--- src/rtl/hdl_mux_4to1_arbiter.sv ---
// rtl/hdl_mux_4to1_arbiter.sv - round-robin arbiter driving the 4:1 mux selects
// Grants one of four requesters, holds while requested, rotates after MAX_HOLD cycles under contention.
module hdl_mux_4to1_arbiter #(
  parameter int unsigned MAX_HOLD = 8
) (
  input  logic       clk,
  input  logic       rst_n,
  input  logic [3:0] req,
  output logic [3:0] gnt,
  output logic       S1,
  output logic       S0,
  output logic       valid
);

  typedef enum logic {IDLE, GRANT} state_t;

  localparam logic [7:0] HOLD_MAX = 8'(MAX_HOLD);
  // With the limit disabled the counter still must not wrap, so it parks at 255.
  localparam logic [7:0] CNT_SAT  = (MAX_HOLD == 0) ? 8'hFF : HOLD_MAX;

  state_t     state;
  logic [1:0] last;
  logic [7:0] hold_cnt;
  logic [3:0] others;
  logic [1:0] pick;
  logic       keep_ok;

  function automatic logic [1:0] rr_pick(input logic [3:0] r, input logic [1:0] from);
    logic [1:0] idx;
    rr_pick = from;
    // Walk from farthest to nearest so the nearest asserted bit after 'from' wins.
    for (int k = 4; k >= 1; k--) begin
      idx = from + 2'(k);
      if (r[idx]) rr_pick = idx;
    end
  endfunction

  always_comb begin
    others  = req & ~gnt;
    pick    = rr_pick(others, last);
    keep_ok = (MAX_HOLD == 0) || (hold_cnt < HOLD_MAX) || (others == 4'b0000);
  end

  always_ff @(posedge clk or negedge rst_n) begin
    if (!rst_n) begin
      state    <= IDLE;
      gnt      <= 4'b0000;
      S1       <= 1'b0;
      S0       <= 1'b0;
      valid    <= 1'b0;
      last     <= 2'd3;
      hold_cnt <= 8'd0;
    end else begin
      case (state)
        IDLE: begin
          if (req != 4'b0000) begin
            state    <= GRANT;
            gnt      <= 4'(1) << pick;
            {S1, S0} <= pick;
            valid    <= 1'b1;
            last     <= pick;
            hold_cnt <= 8'd1;
          end
        end
        GRANT: begin
          if (req[last] && keep_ok) begin
            if (hold_cnt < CNT_SAT) hold_cnt <= hold_cnt + 8'd1;
          end else if (others != 4'b0000) begin
            gnt      <= 4'(1) << pick;
            {S1, S0} <= pick;
            valid    <= 1'b1;
            last     <= pick;
            hold_cnt <= 8'd1;
          end else begin
            state    <= IDLE;
            gnt      <= 4'b0000;
            valid    <= 1'b0;
            hold_cnt <= 8'd0;
          end
        end
        default: state <= IDLE;
      endcase
    end
  end

endmodule

--- config.mk ---
export PLATFORM = sky130hd
export DESIGN_NAME = hdl_mux_4to1_arbiter
export DESIGN_NICKNAME = d
export VERILOG_FILES = /design/src/rtl/hdl_mux_4to1_arbiter.sv
export SDC_FILE = /design/constraint.sdc
export NUM_CORES = 1
export LEC_CHECK = 0
export BUFFER_PORTS_ARGS = -buffer_cell sky130_fd_sc_hd__buf_2
export CAP_MARGIN = 5
export CORE_ASPECT_RATIO = 0.9
export CORE_MARGIN = 2
export CORE_UTILIZATION = 40
export CTS_CLUSTER_DIAMETER = 50
export CTS_CLUSTER_SIZE = 16
export DETAILED_ROUTE_END_ITERATION = 10
export SLEW_MARGIN = 20
export SYNTH_ARGS = -nofsm -noshare
export SYNTH_HDL_FRONTEND = slang
export SYNTH_SLANG_ARGS = --single-unit
--- constraint.sdc ---
create_clock -name clk -period 2.05 [get_ports clk]
set_input_delay 0.1025 -clock clk [delete_from_list [all_inputs] [get_ports clk]]
set_output_delay 0.1025 -clock clk [all_outputs]
set_load 0.05 [all_outputs]
==> run metrics, run 1 <==
ANT cells=0; Clock Path Buffers=2; num rows=16; status=complete, no violations; Die ar.=approximately 2800 sq um; Reg2Reg Depth=5; final hold violation count=0; CTS Buf Count=3; CP endpoint kind=register; Max-cap violations=0; Post-DRT Antenna Nets=0; commonest non-fill, non-tap cell in the layout=dfrtp_1; final worst path period share=99.58%; P_leak=roughly 0.55 nW; first-pass GRT wire length=3463 um; Remaining DRCs=0; IO Count=13; area leader, netlist=dfrtp_1; Vias/cell=between 5 and 6; skew final=about 0.012 ns; Die H=between 50 and 60 um; core area=between 2000 and 2500 sq um; Initial Util=a little over two fifths; GR Overflow Total=0; Post-synth EDFFs=0; final setup vio count=0; dpl cell area=around 1100 sq um; worst path arrival time=around 2.2 ns; crit-path max cell delay=roughly 0.56 ns; per-cell routed wire length=14.89 um; Worst path slowest cell=dfstp_2; mean post-synth cell area=about 11 sq um; library cells used by synthesis=34; critical path class=register to register; P per Cell Area=roughly 1700 nW/um^2; CTS tree=done; worst path cell trace=mux4_2, and4b_4, a211oi_4, buf_6, mux2_4; fmax=a little under 500 MHz; most frequent cells in the layout=dfrtp_1 (13), buf_2 (12), buf_4 (11), nand2_1 (7); clock latency on the worst-skew pair=roughly 0.30 ns; min Tclk post-route=around 2.0 ns; Mapped Nets=approximately 90; share of the synthesized area in the top cell type=between 40% and 50%; area delta synth->final=28.59%; Synth Instances=85; RSZ-0062 raised after global routing=yes; crit start category=register; dpl cells=~130; Mapped Area=~940 sq um; post-detailed-placement half-perimeter wirelength=about 1500 um; DR vias=767; ratio of cells with drive above 1 in the final layout=between 40% and 50%; most common flop cell mapped by yosys=dfrtp_1; initial antenna violation count=0; Hold Path Class=primary input to async pin; relative slew slack=63.13%; largest net degree at the start of global routing=19; nets@finish=between 100 and 150; Initial DRT Pass Iterations=4; Root Buffer=clkbuf_4; synth warn=0; Critical Path RT=between 2 and 2.5 ns; die width=roughly 55 um; Post-synth ARST share=100.0%; Placer Congestion=a little under 0.8; # fillers=210; Design Area, Final=~1200 sq um; synth top area cells=dfrtp_1 (43%), dfstp_2 (5.6%), mux2_4 (3.2%); max-slew violation count=0; sequential-to-total area share from yosys stat=~48%; vias in the first global route=around 760; maximum vdd drop=about 1.2 mV; final WL=approximately 2100 um; starting DRC count in detailed routing=29; Tightest Pin Transition=between 0.5 and 0.6 ns; GR Util All Layers=17.82%; clock-pin slew on the worst setup and hold paths=0.11 ns; Clock Sinks=18; crit path max fanout=5; Port Buffers=12; Yosys reg bits=18; H-Tree Depth=1; final cell count without fillers=141
area by class of cell:
| class | instances | area [sq um] | share of cell area, % |
|---|---|---|---|
| multi-input cells | 63 | 489.2 | 40.43 |
| flip-flops and latches | 18 | 456.7 | 37.75 |
| repair buffers | 27 | 186.4 | 15.41 |
| clock buffers | 4 | 36.28 | 2.999 |
| well taps | 27 | 33.78 | 2.792 |
| inverters | 2 | 7.507 | 0.6205 |
sequential cells by signal, summed over array words and instances, names as in the netlist:
signal	count
last	2
valid	1
S1	1
gnt	4
state	1
S0	1
hold_cnt	8
routing by layer:
| layer | track usage (%) | share of wire [%] | vias to the layer above |
|---|---|---|---|
| met3 | 5.455 | 4.5 | 4 |
| met4 | 4.878 | 1.2 | 0 |
| met5 | 0 | 0 | - |
| li1 | - | - | 374 |
| met2 | 24.80 | 44 | 20 |
| met1 | 26.50 | 50 | 369 |
per-stage QoR:
| step | TNS, ns | util [%] | total power [mW] | hold WS, ns | worst slack, ns |
|---|---|---|---|---|---|
| 6_report | 0 | 54.94 | 2.016 | 0.2359 | 0.008615 |
| 5_1_grt | -0.1766 | 54.94 | 2.142 | 0.2746 | -0.05761 |
| 4_1_cts | 0 | 53.86 | 1.958 | 0.2528 | 0.005710 |
| 3_5_place_dp | -0.03906 | 50.57 | 1.651 | 0.05551 | -0.03906 |
| 3_3_place_gp | -0.01734 | 50.57 | 1.634 | 0.05032 | -0.01734 |
| 2_1_floorplan | -0.04542 | - | 1.336 | -0.1931 | -0.04356 |
repair_timing:
item | CTS | global route
endpoints found under the setup margin | 2 | 9
setup buffers | 3 | 0
pin swaps | 1 | 4
endpoints found under the hold margin | 16 | 0
hold buffers | 1 | 0
resized for setup | 1 | 6
path summary, 6_finish.rpt:
path                               end  startpoint  slack (ns)
min in group clk           hold_cnt[3]      req[0]        0.34
setup reg to reg                    S0     last[0]       0.009
hold / removal                   state       rst_n        0.24
max in group asynchronous      last[1]       rst_n        1.48
setup / recovery                    S0     last[0]       0.009
hold reg to reg                  valid       valid        0.49
cell usage after synthesis (all sizes together) (3+ instances only):
| cell type | n |
|---|---|
| nor2b | 4 |
| nand3 | 3 |
| and2 | 4 |
| nand2b | 4 |
| mux2 | 3 |
| nand2 | 9 |
| o21a | 3 |
| dfrtp | 16 |
| o21ai | 3 |
| nor2 | 3 |
| a21oi | 3 |
critical path, delay by kind of cell, from the launching register on:
family,cells,cell delay [ns]
mux,2,0.82
simple gates,1,0.23
compound gates,1,0.17
buf+inv,1,0.16
flops,1,0.56
report_power, final:
group	switching, mW	internal, mW	leakage (nW)	total [mW]
Sequential	0.0895	0.489	0.219	0.578
Combinational	0.668	0.544	0.307	1.21
Clock	0.118	0.108	0.0210	0.226
cells by family (layout without fill, tap and decap cells):
logic type               Yosys count  after routing  share of synthesized area [%]
AND/OR/NAND/NOR                   33             33                          19.41
AO/OA/AOI/OAI                     24             24                          21.68
flip-flops                        18             18                          48.14
multiplexers                       5              5                          7.846
buffers and inverters              4             33                          1.596
adder cells (fa/ha/maj)            1              1                          1.330
(Power assumes the default switching activity.)
==> inputs of run 2 (changes only) <==
- RECOVER_POWER: not set -> 100
==> run 2 against run 1 <==
  * Sequential share of layout area grew 0.55 points
  * Critical path type unchanged
  * Largest cell class unchanged
  * Sequential power about the same
  * Cell area shrank 1.4%
  * Non-clock buffer count unchanged
==> run metrics, run 2 (synthesis results as in run 1) <==
ANT cells=0 (unchanged); Worst path slowest cell=dfstp_2; largest net degree at the start of global routing=19 (unchanged); CP endpoint kind=register; crit start category=register; final worst path period share=99.32% (-0.26 points); first-pass GRT wire length=3463 um (unchanged); Max-cap violations=0 (unchanged); starting DRC count in detailed routing=28 (-3.4%); Hold WS=0.3415 ns (+0.1056 ns); Initial Util=42.73% (unchanged); hold_sp=req[0]; RSZ-0062 raised after global routing=yes; status=complete, no violations; P_leak=0.5141 nW (-6.1%); Hold Path Class=primary input to register; Die H=50.01 um (unchanged); Die ar.=2757 sq um (unchanged); total power draw=1.984 mW (-1.6%); DR vias=770 (+0.39%); Clock Path Buffers=2 (unchanged); crit path max fanout=5 (unchanged); core area=2202 sq um (unchanged); CP top delay family=multiplexers; die width=55.13 um (unchanged); worst hold path depth=4; Clock Sinks=18 (unchanged); clock-pin slew on the worst setup and hold paths=0.11 ns (about the same); initial antenna violation count=0 (unchanged); min Tclk post-route=2.036 ns (-0.005338 ns); final setup vio count=0 (unchanged); vias in the first global route=756 (unchanged); Port Buffers=12 (unchanged); P per Cell Area=1664 nW/um^2 (-0.18%); H-Tree Depth=1 (unchanged); ratio of cells with drive above 1 in the final layout=31.58% (-8.8 points); worst path cell trace=mux4_2, and4b_4, a211oi_4, buf_6, mux2_4; IO Count=13 (unchanged); Hold EP=hold_cnt[3]; num rows=16 (unchanged); Remaining DRCs=0 (unchanged); Most flops, register=hold_cnt; final WL=2101 um (about the same); clock latency on the worst-skew pair=0.30 ns (about the same); relative slew slack=36.86% (-26 points); CTS Buf Count=3 (unchanged); final hold violation count=0 (unchanged); post-detailed-placement half-perimeter wirelength=1509 um (unchanged); # fillers=218 (+3.8%); most frequent cells in the layout=dfrtp_1 (13), clkbuf_1 (10), buf_4 (9), nand2_1 (7); fmax=491.1 MHz (+0.26%); Worst R2R End=S0; critical path class=register to register; Vias/cell=5.461 (+0.39%); RR Startpoint=last[0]; max-slew violation count=0 (unchanged); commonest non-fill, non-tap cell in the layout=dfrtp_1; Initial DRT Pass Iterations=4 (unchanged); nets@finish=122 (unchanged); worst path arrival time=2.24 ns (about the same); Tightest Pin Transition=0.9471 ns (+0.3952 ns); CTS tree=done; skew final=0.01022 ns (-0.001387 ns); max reg flops=8 (unchanged); per-cell routed wire length=14.90 um (about the same); Placer Congestion=0.7813 (unchanged); fin util=54.15% (-0.80 points); internal reg-to-reg setup slack=0.01 ns (about the same); Root Buffer=clkbuf_4; Critical Path RT=2.25 ns (about the same); GR Overflow Total=0 (unchanged); Regs by FF count=hold_cnt x8, gnt x4, last x2; GR Util All Layers=17.82% (unchanged); WP buf/inv=1 (unchanged); area delta synth->final=26.73%; maximum vdd drop=1.171 mV (-2.2%); crit-path max cell delay=0.56 ns (about the same); setup_tns=0 ns (unchanged); Reg2Reg Depth=5 (unchanged); Post-DRT Antenna Nets=0 (unchanged)
run 2: cell count changes in the layout (fill, tap and decap cells not counted), sizes merged:
cell,change
buf,-10
clkbuf,+10
run 2: metal layers:
layer  up-vias  part of all wire, %  GRT usage, %
li1        374                    -             -
met4         0                  1.2         4.878
met5         -                    0             0
met3         4                  4.6         5.455
met2        19                   45         24.80
met1       373                   49         26.50
run 2: repair_timing:
action	4_1_cts	5_1_grt
resized for setup	1	6
buffers inserted	3	0
setup endpoints to repair	2	9
hold buffers	1	0
endpoints found under the hold margin	16	0
pin swaps	1	4
run 2: how the worst max path moves through the flow:
| stage | end | cells after the start | startpoint | slack, ns |
|---|---|---|---|---|
| after floorplan | S0 | 4 | last[0] | -0.04 |
| after global placement | S0 | 4 | last[0] | -0.02 |
| after detailed placement | S0 | 4 | last[0] | -0.04 |
| after CTS | S0 | 5 | last[0] | 0.006 |
| after global routing | gnt[3] | 6 | last[0] | -0.06 |
| final | S0 | 5 | last[0] | 0.01 |
run 2: tightest hold or removal path, delay by kind of cell:
kind | cells | cell delay [ns]
AO/OA/AOI/OAI | 2 | 0.21
buffers and inverters | 2 | 0.30
run 2: per-stage QoR:
stage | worst slack, ns | instance area [sq um] | cells
6_report | 0.01395 | 1192 | 141
5_1_grt | -0.05761 | 1192 | 141
4_1_cts | 0.005710 | 1186 | 141
3_5_place_dp | -0.03906 | 1114 | 133
3_3_place_gp | -0.01734 | 1114 | 133
2_1_floorplan | -0.04356 | 945.9 | 85
run 2: cell type report:
cell class / count / area [sq um] / share of cell area, %
multi-input combinational: 63 / 489.2 / 41.03
sequential: 18 / 456.7 / 38.30
timing repair buffer: 27 / 168.9 / 14.17
clock buffer: 4 / 36.28 / 3.043
tap: 27 / 33.78 / 2.833
inverter: 2 / 7.507 / 0.6296
run 2: power breakdown:
part,internal (mW),switching [mW]
logic,0.516,0.664
registers,0.489,0.0901
clock network,0.108,0.116
